File: src/rtl/cache_pkg.sv
// Shared definitions for the set-associative LRU cache: geometry derivation,
// controller state encoding and the tag-compare helper.
package cache_pkg;

   // Widest tag the compare helper handles; callers zero-extend to this width.
   localparam int unsigned MAX_TAG_WIDTH = 32;

   typedef enum logic {
      IDLE  = 1'b0,
      FLUSH = 1'b1
   } cache_state_e;

   function automatic int unsigned calc_sets(input int unsigned entries, input int unsigned ways);
      return entries / ways;
   endfunction

   function automatic int unsigned calc_set_width(input int unsigned entries, input int unsigned ways);
      return $clog2(entries / ways);
   endfunction

   function automatic int unsigned calc_tag_width(input int unsigned addr_width,
                                                  input int unsigned entries,
                                                  input int unsigned ways);
      return addr_width - calc_set_width(entries, ways);
   endfunction

   function automatic int unsigned calc_age_width(input int unsigned ways);
      return $clog2(ways);
   endfunction

   // A line matches only when it is valid and its stored tag equals the request tag.
   function automatic logic tag_match(input logic                     line_valid,
                                      input logic [MAX_TAG_WIDTH-1:0] line_tag,
                                      input logic [MAX_TAG_WIDTH-1:0] req_tag);
      return line_valid && (line_tag == req_tag);
   endfunction

endpackage

File: src/rtl/binenc.sv
// One-hot to binary index encoder.
// Ports: onehot (N-bit one-hot vector), idx_c (combinational index; 0 when no bit set).
module binenc #(
   parameter int unsigned N = 4,
   parameter int unsigned W = $clog2(N)
) (
   input  logic [N-1:0] onehot,
   output logic [W-1:0] idx_c
);

   // OR of the indices of set bits; exact for a one-hot input.
   always_comb begin
      idx_c = '0;
      for (int i = 0; i < N; i++) begin
         if (onehot[i]) idx_c = idx_c | W'(i);
      end
   end

endmodule

File: src/rtl/lru_victim_sel.sv
// Replacement victim selection for one cache set.
// Ports: valid (per-way valid bits), ages (per-way LRU age, 0 = LRU),
//        victim_c (combinational way index to replace).
module lru_victim_sel #(
   parameter int unsigned WAYS      = 4,
   parameter int unsigned AGE_WIDTH = 2
) (
   input  logic [WAYS-1:0]                valid,
   input  logic [WAYS-1:0][AGE_WIDTH-1:0] ages,
   output logic [AGE_WIDTH-1:0]           victim_c
);

   logic [WAYS-1:0] pick;
   logic            found;

   // Lowest-index invalid way first; otherwise the way whose age is 0.
   always_comb begin
      pick  = '0;
      found = 1'b0;
      for (int i = 0; i < WAYS; i++) begin
         if (!valid[i] && !found) begin
            pick[i] = 1'b1;
            found   = 1'b1;
         end
      end
      if (!found) begin
         for (int i = 0; i < WAYS; i++) begin
            if (ages[i] == '0) pick[i] = 1'b1;
         end
      end
   end

   binenc #(.N(WAYS), .W(AGE_WIDTH)) u_enc (
      .onehot (pick),
      .idx_c  (victim_c)
   );

endmodule

File: src/rtl/lru_n_way_cache.sv
// Set-associative cache with true-LRU replacement, eviction reporting and a
// multi-cycle flush sweep. Optional feature macro: CACHE_STATS_EN (adds
// saturating 32-bit hit_count / miss_count outputs).
// Ports: clk, rst (sync, active-low); re/read_addr (read request);
//        we/write_addr/in (write request); flush (invalidate request);
//        out/hit (registered read result); busy (flush sweep active);
//        evict_valid/evict_addr/evict_data (registered displaced-line report).
module lru_n_way_cache
   import cache_pkg::*;
#(
   parameter int unsigned DATA_WIDTH = 8,
   parameter int unsigned ENTRIES    = 16,
   parameter int unsigned WAYS       = 4,
   parameter int unsigned ADDR_WIDTH = 8
) (
   input  logic                  clk,
   input  logic                  rst,
   input  logic                  re,
   input  logic [ADDR_WIDTH-1:0] read_addr,
   input  logic                  we,
   input  logic [ADDR_WIDTH-1:0] write_addr,
   input  logic [DATA_WIDTH-1:0] in,
   input  logic                  flush,
   output logic [DATA_WIDTH-1:0] out,
   output logic                  hit,
   output logic                  busy,
   output logic                  evict_valid,
   output logic [ADDR_WIDTH-1:0] evict_addr,
`ifdef CACHE_STATS_EN
   output logic [31:0]           hit_count,
   output logic [31:0]           miss_count,
`endif
   output logic [DATA_WIDTH-1:0] evict_data
);

   localparam int unsigned SETS      = calc_sets(ENTRIES, WAYS);
   localparam int unsigned SET_WIDTH = calc_set_width(ENTRIES, WAYS);
   localparam int unsigned TAG_WIDTH = calc_tag_width(ADDR_WIDTH, ENTRIES, WAYS);
   localparam int unsigned AGE_WIDTH = calc_age_width(WAYS);

   typedef logic [WAYS-1:0][AGE_WIDTH-1:0]  age_row_t;
   typedef logic [WAYS-1:0][TAG_WIDTH-1:0]  tag_row_t;
   typedef logic [WAYS-1:0][DATA_WIDTH-1:0] data_row_t;

   logic [WAYS-1:0] valid_mem [SETS];
   tag_row_t        tag_mem   [SETS];
   data_row_t       data_mem  [SETS];
   age_row_t        age_mem   [SETS];

   cache_state_e         state, next_state;
   logic [SET_WIDTH-1:0] sweep_cnt, next_cnt;
   logic                 sweep_en;

   // Fresh set ordering: way i holds age i.
   function automatic age_row_t init_ages();
      age_row_t res;
      for (int i = 0; i < WAYS; i++) res[i] = AGE_WIDTH'(i);
      return res;
   endfunction

   // Make 'way' MRU; ways younger than its old age shift down by one.
   function automatic age_row_t lru_touch(input age_row_t ages, input logic [AGE_WIDTH-1:0] way);
      age_row_t res;
      res = ages;
      for (int i = 0; i < WAYS; i++) begin
         if (AGE_WIDTH'(i) == way)    res[i] = AGE_WIDTH'(WAYS - 1);
         else if (ages[i] > ages[way]) res[i] = ages[i] - AGE_WIDTH'(1);
      end
      return res;
   endfunction

   // Address split
   logic [SET_WIDTH-1:0] rd_set, wr_set;
   logic [TAG_WIDTH-1:0] rd_tag, wr_tag;
   assign rd_set = read_addr[SET_WIDTH-1:0];
   assign rd_tag = read_addr[ADDR_WIDTH-1:SET_WIDTH];
   assign wr_set = write_addr[SET_WIDTH-1:0];
   assign wr_tag = write_addr[ADDR_WIDTH-1:SET_WIDTH];

   // Tag lookup on both ports
   logic [WAYS-1:0] rd_hit_vec, wr_hit_vec;
   always_comb begin
      rd_hit_vec = '0;
      wr_hit_vec = '0;
      for (int w = 0; w < WAYS; w++) begin
         rd_hit_vec[w] = tag_match(valid_mem[rd_set][w], MAX_TAG_WIDTH'(tag_mem[rd_set][w]),
                                   MAX_TAG_WIDTH'(rd_tag));
         wr_hit_vec[w] = tag_match(valid_mem[wr_set][w], MAX_TAG_WIDTH'(tag_mem[wr_set][w]),
                                   MAX_TAG_WIDTH'(wr_tag));
      end
   end

   logic                 rd_hit, wr_hit;
   logic [AGE_WIDTH-1:0] rd_way, wr_hit_way, victim_way, wr_way;
   assign rd_hit = |rd_hit_vec;
   assign wr_hit = |wr_hit_vec;

   binenc #(.N(WAYS), .W(AGE_WIDTH)) u_rd_enc (.onehot(rd_hit_vec), .idx_c(rd_way));
   binenc #(.N(WAYS), .W(AGE_WIDTH)) u_wr_enc (.onehot(wr_hit_vec), .idx_c(wr_hit_way));

   lru_victim_sel #(.WAYS(WAYS), .AGE_WIDTH(AGE_WIDTH)) u_victim (
      .valid    (valid_mem[wr_set]),
      .ages     (age_mem[wr_set]),
      .victim_c (victim_way)
   );

   assign wr_way = wr_hit ? wr_hit_way : victim_way;

   // Request qualification: flush in IDLE wins, everything is ignored in FLUSH.
   logic idle, rd_do, wr_do, flush_start, rd_age_upd, evict_now;
   assign idle        = (state == IDLE);
   assign flush_start = idle && flush;
   assign rd_do       = idle && re && !flush;
   assign wr_do       = idle && we && !flush;
   // On a same-set collision only the write's age update survives.
   assign rd_age_upd  = rd_do && rd_hit && !(wr_do && (rd_set == wr_set));
   assign evict_now   = wr_do && !wr_hit && valid_mem[wr_set][victim_way];

   age_row_t rd_ages_new, wr_ages_new;
   assign rd_ages_new = lru_touch(age_mem[rd_set], rd_way);
   assign wr_ages_new = lru_touch(age_mem[wr_set], wr_way);

   // Controller state register
   always_ff @(posedge clk) begin
      if (!rst) begin
         state     <= IDLE;
         sweep_cnt <= '0;
      end else begin
         state     <= next_state;
         sweep_cnt <= next_cnt;
      end
   end

   // Controller next state: one set initialised per FLUSH cycle
   always_comb begin
      next_state = state;
      next_cnt   = sweep_cnt;
      sweep_en   = 1'b0;
      case (state)
         IDLE: begin
            if (flush) begin
               next_state = FLUSH;
               next_cnt   = '0;
            end
         end
         FLUSH: begin
            sweep_en = 1'b1;
            next_cnt = sweep_cnt + SET_WIDTH'(1);
            if (sweep_cnt == SET_WIDTH'(SETS - 1)) begin
               next_state = IDLE;
               next_cnt   = '0;
            end
         end
         default: next_state = IDLE;
      endcase
   end

   // Tag/data/valid/age arrays
   always_ff @(posedge clk) begin
      if (!rst) begin
         for (int s = 0; s < SETS; s++) begin
            valid_mem[s] <= '0;
            tag_mem[s]   <= '0;
            data_mem[s]  <= '0;
            age_mem[s]   <= init_ages();
         end
      end else begin
         if (sweep_en) begin
            valid_mem[sweep_cnt] <= '0;
            age_mem[sweep_cnt]   <= init_ages();
         end
         if (wr_do) begin
            valid_mem[wr_set][wr_way] <= 1'b1;
            tag_mem[wr_set][wr_way]   <= wr_tag;
            data_mem[wr_set][wr_way]  <= in;
            age_mem[wr_set]           <= wr_ages_new;
         end
         if (rd_age_upd) age_mem[rd_set] <= rd_ages_new;
      end
   end

   // Registered read, busy and eviction outputs; evict address/data hold between pulses
   always_ff @(posedge clk) begin
      if (!rst) begin
         out         <= '0;
         hit         <= 1'b0;
         busy        <= 1'b0;
         evict_valid <= 1'b0;
         evict_addr  <= '0;
         evict_data  <= '0;
      end else begin
         hit         <= rd_do && rd_hit;
         out         <= (rd_do && rd_hit) ? data_mem[rd_set][rd_way] : '0;
         busy        <= (next_state == FLUSH);
         evict_valid <= evict_now;
         if (evict_now) begin
            evict_addr <= {tag_mem[wr_set][victim_way], wr_set};
            evict_data <= data_mem[wr_set][victim_way];
         end
      end
   end

`ifdef CACHE_STATS_EN
   // Saturating read statistics, cleared on reset and on flush entry
   always_ff @(posedge clk) begin
      if (!rst || flush_start) begin
         hit_count  <= '0;
         miss_count <= '0;
      end else if (rd_do) begin
         if (rd_hit) begin
            if (hit_count != '1) hit_count <= hit_count + 32'd1;
         end else begin
            if (miss_count != '1) miss_count <= miss_count + 32'd1;
         end
      end
   end
`endif

endmodule

File: config.mk
export PLATFORM = sky130hd
export DESIGN_NAME = lru_n_way_cache
export DESIGN_NICKNAME = d
export VERILOG_FILES = /design/src/rtl/cache_pkg.sv /design/src/rtl/binenc.sv /design/src/rtl/lru_victim_sel.sv /design/src/rtl/lru_n_way_cache.sv
export SDC_FILE = /design/constraint.sdc
export NUM_CORES = 1
export LEC_CHECK = 0
export BUFFER_PORTS_ARGS = -buffer_cell sky130_fd_sc_hd__buf_2
export CORE_MARGIN = 4
export CORE_UTILIZATION = 47
export DETAILED_ROUTE_END_ITERATION = 10
export MAX_ROUTING_LAYER = met4
export PLACE_DENSITY = 0.68
export SYNTH_ARGS = -nofsm -noshare
export SYNTH_HDL_FRONTEND = slang
export SYNTH_SLANG_ARGS = --single-unit
File: constraint.sdc
create_clock -name clk -period 6.6 [get_ports clk]
set_input_delay 1.32 -clock clk [delete_from_list [all_inputs] [get_ports clk]]
set_output_delay 1.32 -clock clk [all_outputs]
set_load 0.05 [all_outputs]
==> metrics, run 1 <==
DRC Markers 0; FF-to-FF Start age_mem[3][7]$_DFFE_PP_; Net Sw Frac 0.256; sequential power share 0.475; Final Hold Vio Count 0; Peak VDD IR 0.000201 V; final slew viol count 0; iteration-0 DRC count of the detailed router 1701; Final Wtd Congestion 0.909; Routed WL per cell 27.3 um; leakage 6.46 nW; Combinational Power Share 0.144; Switch Pwr 1.18 mW; hold_buf cts 0; max-cap viol count 0; Boundary Pins 56; Total GRT Usage 0.259; Cell Chain, Critical Path buf_4 -> buf_4 -> mux4_2 -> xnor2_1 -> nand3_1 -> nor2_1 -> o311ai_2 -> a211oi_1 -> a31oi_1 -> ha_1 -> nor2_1 -> nand2_1 -> a211oi_1 -> o221ai_1 -> o311ai_1 -> o22ai_1; Critical Path AT 5870 ps; initial antenna violation count 0; post-synth top area share 0.506; Worst Tran Pin Value 949 ps; Final #Nets 1328; Post-CTS Resized 0; cell with the most instances after synthesis edfxtp_1; Vias 11129; CP max-delay cell mux4_2; initial core utilization 0.479; crit path max fanout 27; syn_nets 1275; cts bufs inserted 31; min Tclk post-route 5590 ps; post-CTS setup buffers 0; Post-Route WL 47800 um; Req. time, crit path 6880 ps; Rows 67; fin area 18000 um2; layout cells sized above 1 0.247; CTS Sinks 301; Pint 3.43 mW; P&R area growth vs syn 11.6%; global route overflow 0; WS Path Type input pin to flop; die width 193 um; number of antenna-violating nets in the routed design 0; CTS tree yes; first-pass GRT wire length 71600 um; Pwr Total 4.61 mW; Clk pwr share 0.380; number of global-route vias before repair 11164; Fmax achieved 179 MHz; CTS H-tree lvls 1; diode count 0; Post-Syn Area per Cell 13.1 um2; core area 33700 um2; Critical Path Source Type input pin; post-DP HPWL 32500 um; Async SR Flop Fraction 0; chip height 193 um; crit path from write_addr[0]; Layout Utilization 0.534; # setup viols final 0; Worst Hold Class flop to flop; Synth warnings 0; RSZ-0062 raised after global routing no; area leader, netlist edfxtp_1; min-delay src evict_addr[4]$_SDFFE_PN0P_; crit end category flop; Worst-path clk slew 60 ps; count of different cell masters after synthesis 68; drt via density 6.34; synth cell count leaders edfxtp_1, nor2_1, mux4_2; outcome completed; placed inst area 17000 um2; worst-skew pair later-pin latency 580 ps; Main synth FF type edfxtp_1; max incr delay on CP 680 ps; area of the mapped netlist 16100 um2; DRT Pass-1 Iters 5; Rel. slew slack 0.366; largest net degree at the start of global routing 47; setup TNS 0 ps; Synth Instances 1230; Yosys reg bits 301; Post-synth EDFFs 272; register area share after synthesis 0.542; total die area 37400 um2; port bufs 55; PD cells 256 nW/um2; most area-consuming cells after synthesis edfxtp_1, mux4_2, nor2_1; Root Driver clkbuf_16; Final Skew 12.3 ps; CTS Buffer Depth 3; part of the cycle the worst path needs 0.847
routing by layer:
metal / share of wire / vias to the layer above / track usage
met5: 0 / - / -
met1: 0.36 / 5576 / 0.338
met2: 0.49 / 696 / 0.417
met3: 0.12 / 110 / 0.0532
met4: 0.034 / 0 / 0.0774
li1: - / 4747 / -
flip-flops by register name (all words and copies together) (netlist names):
register / count
valid_mem: 16
data_mem: 128
evict_addr: 8
busy: 1
age_mem: 32
evict_data: 8
hit: 1
out: 8
sweep_cnt: 2
evict_valid: 1
tag_mem: 96
layout make-up:
class	count	area, um2
Multi-Input combinational cell	793	6840
Tap cell	448	561
Timing Repair Buffer	105	658
Clock inverter	15	159
Fill cell	2732	15700
Clock buffer	41	843
Sequential cell	301	8750
Inverter	51	191
metrics by stage:
stage / std cells / setup WS, ps / hold WS [ps]
5_1_grt: 1754 / 566 / 476
3_5_place_dp: 1698 / 466 / 448
2_1_floorplan: 1230 / 482 / 488
6_report: 1754 / 1010 / 452
4_1_cts: 1754 / 1030 / 457
3_3_place_gp: 1698 / 547 / 445
cell usage in the layout, fill, tap and decap left out, drive strengths merged, types with 4 or more instances in the layout:
cell type / instances
or2: 4
a21oi: 39
nand2: 104
nand3: 19
mux4: 140
a311o: 4
clkinv: 11
xnor2: 42
nand4: 8
mux2i: 17
a211oi: 9
or3: 5
o22ai: 22
xor2: 12
buf: 105
nor2b: 11
inv: 51
o21ai: 27
nor2: 241
edfxtp: 272
clkbuf: 41
a31oi: 9
nor4: 4
and2: 4
mux2: 5
nor3: 6
dfxtp: 29
ha: 16
path summary, 6_finish.rpt:
path	end	slack, ps	depth (start not counted)
setup / recovery	age_mem[2][0]$_DFFE_PP_	1010	16
hold / removal	evict_addr[4]$_SDFFE_PN0P_	450	2
setup reg to reg	age_mem[2][0]$_DFFE_PP_	1980	16
hold reg to reg	evict_addr[4]$_SDFFE_PN0P_	450	2
critical path: cells and delay by family:
family | cells | cell delay, ps
simple gates | 4 | 470
compound gates | 7 | 1990
mux | 1 | 680
fa+ha+maj | 1 | 340
xor+xnor | 1 | 170
buf+inv | 2 | 890
power groups by stage:
stage	registers, mW	clock network [mW]	logic [mW]
6_report	2.19	1.75	0.666
5_1_grt	2.20	1.85	0.709
4_1_cts	2.19	1.76	0.660
3_5_place_dp	2.23	0	0.657
3_3_place_gp	2.23	0	0.654
2_1_floorplan	2.21	0	0.472
cell families (layout without fill, tap and decap cells):
| family | after synthesis | after routing | share of synthesized area |
|---|---|---|---|
| simple gates | 414 | 414 | 0.107 |
| flops | 301 | 301 | 0.542 |
| compound gates | 145 | 145 | 0.0616 |
| mux | 162 | 162 | 0.209 |
| buf+inv | 136 | 212 | 0.0358 |
| fa+ha+maj | 18 | 18 | 0.0138 |
| xor+xnor | 54 | 54 | 0.0302 |
(Power assumes the default switching activity.)
==> inputs of run 2 (changes only) <==
Clock period 6.6 ns to 5.51 ns, I/O delays scaled along.
==> run 2 against run 1 <==
  * Via count up 1.3%
  * Core utilization up 1.2 points
  * First-iteration DRC count up 0.76%
  * Clock power up 23%
  * Sequential power up 20%
  * Non-clock buffer count up 29
  * Die area unchanged
  * Critical path depth up 1
  * Combinational power up 25%
==> metrics, run 2 (synthesis gave the netlist of run 1 again) <==
outcome completed; port bufs 55 (unchanged); Worst Tran Pin Value 915 ps (-33.7 ps); RSZ-0062 raised after global routing no; worst-skew pair later-pin latency 580 ps (about the same); min-delay src evict_addr[6]$_SDFFE_PN0P_; initial core utilization 0.479 (unchanged); WHS 455 ps (+3.05 ps); final slew viol count 0 (unchanged); P&R area growth vs syn 14.0%; post-DP HPWL 33200 um (+2.0%); chip height 193 um (unchanged); Final Hold Vio Count 0 (unchanged); CTS H-tree lvls 1 (unchanged); min Tclk post-route 4860 ps; R2R setup slack 1110 ps (-870 ps); WS Path Type input pin to flop; iteration-0 DRC count of the detailed router 1714 (+0.76%); WHS Endpoint evict_addr[6]$_SDFFE_PN0P_; layout cells sized above 1 0.267 (+0.0201); Critical Path Source Type input pin; Routed WL per cell 27.0 um (-0.86%); post-CTS setup buffers 0 (unchanged); part of the cycle the worst path needs 0.882; Worst-path clk slew 60 ps (about the same); Post-Route WL 48200 um (+0.84%); Fill cells 2730 (-0.073%); Req. time, crit path 5800 ps (-1080 ps); leakage 6.68 nW (+3.3%); DRC Markers 0 (unchanged); Largest Register data_mem; setup ws final 648 ps (-360 ps); max incr delay on CP 530 ps (-150 ps); most common cell after layout, fill and taps aside edfxtp_1; Peak VDD IR 0.000250 V (+24%); Final Skew 30.9 ps (+18.6 ps); core area 33700 um2 (unchanged); CP delay by family, top simple AND/OR/NAND/NOR gates; total die area 37400 um2 (unchanged); hold path depth 2 (unchanged); fin area 18400 um2 (+2.2%); CP max-delay cell mux4_2; biggest regs data_mem (128), tag_mem (96), age_mem (32); Final #Nets 1357 (+2.2%); Vias 11279 (+1.3%); die width 193 um (unchanged); placed inst area 17400 um2 (+2.1%); cts bufs inserted 31 (unchanged); CTS tree yes; max-cap viol count 0 (unchanged); # setup viols final 0 (unchanged); crit path max fanout 7 (-74%); global route overflow 0 (unchanged); CTS Buffer Depth 3 (unchanged); Rows 67 (unchanged); pre-CTS setup slack 108 ps (-358 ps); crit end category flop; Critical Path AT 5150 ps (-720 ps); R2R cell count 16 (unchanged); first-pass GRT wire length 72500 um (+1.2%); Rel. slew slack 0.388 (+0.0225); Fmax achieved 206 MHz; number of global-route vias before repair 11305 (+1.3%); Post-CTS Resized 0 (unchanged); number of antenna-violating nets in the routed design 0 (unchanged); Bufs and invs on worst path 3 (+1); hold_buf cts 0 (unchanged); max reg flops 128 (unchanged); Root Driver clkbuf_16; Cell Chain, Critical Path buf_4 -> buf_4 -> mux4_2 -> xnor2_1 -> nand4_1 -> nor4_4 -> or2_2 -> inv_1 -> nand2_1 -> o221ai_1 -> ha_1 -> nor2b_1 -> o21ai_0 -> nor2_1 -> xor2_1 -> a21oi_1 -> o22ai_1; CP most frequent cell buf_4; Boundary Pins 56 (unchanged); DRT Pass-1 Iters 6 (+1); Final Wtd Congestion 0.900 (-1.0%); setup TNS 0 ps (unchanged); FF-to-FF End age_mem[2][0]$_DFFE_PP_; FF-to-FF Start age_mem[0][7]$_DFFE_PP_; CTS Sinks 301 (unchanged); PD cells 305 nW/um2 (+19%); initial antenna violation count 1 (+1); largest net degree at the start of global routing 38 (-19%); drt via density 6.32 (-0.36%); Total GRT Usage 0.261 (+0.00141); most frequent cells in the layout edfxtp_1, nor2_1, mux4_2; Worst Hold Class flop to flop
## run 2: power by group
part / total [mW] / switching, mW / internal, mW
combinational: 0.830 / 0.480 / 0.350
sequential: 2.63 / 0.0483 / 2.58
clock: 2.16 / 0.904 / 1.26
## run 2: stage by stage
stage	utilization	cells	power, mW
2_1_floorplan	-	1230	3.22
3_3_place_gp	0.515	1727	3.48
3_5_place_dp	0.515	1727	3.49
4_1_cts	0.546	1783	5.62
5_1_grt	0.546	1784	5.79
6_report	0.546	1784	5.62
## run 2: worst max-delay path by stage
stage,from,end,depth (start not counted)
after CTS,read_addr[0],age_mem[3][3]$_DFFE_PP_,17
final,read_addr[0],age_mem[3][3]$_DFFE_PP_,17
after detailed placement,read_addr[0],age_mem[3][3]$_DFFE_PP_,17
after floorplan,write_addr[0],age_mem[0][0]$_DFFE_PP_,21
after global routing,read_addr[0],age_mem[3][3]$_DFFE_PP_,17
after global placement,read_addr[0],age_mem[2][3]$_DFFE_PP_,17
## run 2: layout make-up
type / instances / area, um2 / area share
multi-input cells: 793 / 6850 / 0.372
inverters: 51 / 191 / 0.0104
repair buffers: 134 / 1010 / 0.0551
clock buffers: 33 / 783 / 0.0426
flip-flops and latches: 301 / 8750 / 0.475
diodes: 1 / 2.50 / 0.000136
well taps: 448 / 561 / 0.0305
clock inverters: 23 / 250 / 0.0136
## run 2: tightest hold or removal path, cell delays in order, from the launching register on
cell and delay [ps]:
dfxtp_1 310, nand2_1 50, a21oi_1 50
## run 2: metal layers
layer | share of wire | GRT usage | up-vias
met2 | 0.49 | 0.416 | 728
met4 | 0.029 | 0.0724 | 0
li1 | - | - | 4800
met5 | 0 | - | -
met3 | 0.11 | 0.0459 | 101
met1 | 0.37 | 0.350 | 5650
==> inputs of run 3 (changes only) <==
Settings changed: CELL_PAD_IN_SITES_DETAIL_PLACEMENT from default to 0, CELL_PAD_IN_SITES_GLOBAL_PLACEMENT from default to 1, PLACE_DENSITY 0.68 to 0.78.
==> run 3 against run 2 <==
  * Worst hold slack better by 0.74 ps
  * Combinational power is 0.7% higher
  * First-iteration DRC count is 19% lower
  * Total power hardly changed
  * Sequential share of layout area is 0.061 points lower
  * Register-to-register slack better by 110 ps
  * Via count is 1.0% higher
  * Global-route usage is 0.48 points higher
  * Cell count is 0.56% higher
  * Critical endpoint is now age_mem[0][0]$_DFFE_PP_
  * Largest power group unchanged
  * Highest routed layer unchanged
==> metrics, run 3 (synthesis gave the netlist of run 1 again) <==
WHS 455 ps (+0.736 ps); P&R area growth vs syn 14.2%; WS Path Type input pin to flop; max incr delay on CP 600 ps (+70 ps); CTS Sinks 301 (unchanged); Peak VDD IR 0.000237 V (-5.1%); Fmax achieved 208 MHz (+1.3%); Worst-path clk slew 60 ps (about the same); # setup viols final 0 (unchanged); biggest regs data_mem (128), tag_mem (96), age_mem (32); CP max-delay cell mux4_2; CTS Buffer Depth 3 (unchanged); core area 33700 um2 (unchanged); RSZ-0062 raised after global routing no; Rel. slew slack 0.395 (+0.00684); first-pass GRT wire length 73500 um (+1.4%); post-DP HPWL 34200 um (+3.2%); crit path max fanout 17 (+10); chip height 193 um (unchanged); Final Instance Count excl. Fillers 1794 (+0.56%); min Tclk post-route 4800 ps (-63.8 ps); max reg flops 128 (unchanged); most frequent cells in the layout edfxtp_1, nor2_1, mux4_2; Post-CTS Resized 0 (unchanged); Critical Path Source Type input pin; Critical Path AT 5100 ps (-50 ps); cts bufs inserted 30 (-3.2%); max-cap viol count 0 (unchanged); die width 193 um (unchanged); global route overflow 0 (unchanged); Rows 67 (unchanged); number of global-route vias before repair 11230 (-0.66%); Worst Tran Pin Value 905 ps (-10.2 ps); most common cell after layout, fill and taps aside edfxtp_1; part of the cycle the worst path needs 0.871 (-0.0116); initial antenna violation count 0 (-1); pre-CTS setup slack 120 ps (+11.9 ps); Layout Utilization 0.547 (+0.000705); setup ws final 712 ps (+63.8 ps); Pwr Total 5.62 mW (about the same); fin area 18400 um2 (+0.13%); largest net degree at the start of global routing 38 (unchanged); Req. time, crit path 5810 ps (about the same); Cell Chain, Critical Path buf_4 -> mux4_2 -> inv_1 -> ha_1 -> nor2_1 -> a21boi_0 -> o21ai_4 -> o311ai_2 -> nand2_1 -> a31oi_1 -> ha_1 -> nor2_1 -> nand2_1 -> a211oi_1 -> o221ai_1 -> o311ai_1 -> o22ai_1; Final Hold Vio Count 0 (unchanged); hold_buf cts 0 (unchanged); CTS tree yes; number of antenna-violating nets in the routed design 0 (unchanged); final slew viol count 0 (unchanged); Root Driver clkbuf_16; total die area 37400 um2 (unchanged); Final Wtd Congestion 0.938 (+4.3%); post-CTS setup buffers 0 (unchanged); Final #Nets 1367 (+0.74%); diode count 0 (-1); Routed WL per cell 27.1 um (+0.43%); layout cells sized above 1 0.270 (+0.00302); Worst Hold Class flop to flop; Total GRT Usage 0.266 (+0.00475); leakage 6.69 nW (+0.27%); DRC Markers 0 (unchanged); Post-Route WL 48700 um (+0.99%); Vias 11396 (+1.0%); setup TNS 0 ps (unchanged); Boundary Pins 56 (unchanged); outcome completed; port bufs 55 (unchanged); crit end category flop; CTS H-tree lvls 1 (unchanged); iteration-0 DRC count of the detailed router 1389 (-19%); DRT Pass-1 Iters 6 (unchanged); Cells after DPL 1738 (+0.64%); placed inst area 17400 um2 (+0.12%); worst-skew pair later-pin latency 570 ps (about the same); Final Skew 23.4 ps (-7.48 ps); initial core utilization 0.479 (unchanged); PD cells 305 nW/um2 (about the same); Largest Register data_mem; drt via density 6.35 (+0.47%)
## run 3: cell types whose count changed in the layout (fill, tap and decap cells not counted), sizes merged
cell	change
clkinvlp	+1
buf	+11
inv	-1
clkbuf	-1
diode	-1
bufinv	+1
## run 3: path summary, 6_finish.rpt
| check | startpoint | end | slack (ps) | cells past startpoint |
|---|---|---|---|---|
| worst max-delay path | write_addr[0] | age_mem[0][0]$_DFFE_PP_ | 710 | 17 |
| worst min-delay path | evict_data[0]$_SDFFE_PN0P_ | evict_data[0]$_SDFFE_PN0P_ | 460 | 2 |
| worst max register to register | age_mem[3][7]$_DFFE_PP_ | age_mem[0][0]$_DFFE_PP_ | 1220 | 16 |
| worst min register to register | evict_data[0]$_SDFFE_PN0P_ | evict_data[0]$_SDFFE_PN0P_ | 460 | 2 |
## run 3: report_power, final
| group | total [mW] | switching (mW) | internal (mW) | leakage (nW) |
|---|---|---|---|---|
| clock | 2.16 | 0.886 | 1.27 | 0.496 |
| combinational | 0.836 | 0.484 | 0.352 | 3.20 |
| sequential | 2.63 | 0.0485 | 2.58 | 3.00 |
| total | 5.62 | 1.42 | 4.20 | 6.69 |
## run 3: cell type report
class	instances	area [um2]
clock buffers	32	758
inverters	51	191
repair buffers	145	1030
flip-flops and latches	301	8750
well taps	448	561
multi-input cells	793	6850
fillers	2799	15300
clock inverters	24	282
## run 3: per-layer routing
metal  global-route usage  share of wire
met5                    -              0
met4               0.0771          0.035
met3               0.0379          0.096
met2                0.422           0.48
met1                0.362           0.39
## run 3: critical path, delay by kind of cell
family	cells	cell delay, ps
mux	1	600
simple gates	4	440
compound gates	8	2000
fa+ha+maj	2	510
buf+inv	2	420
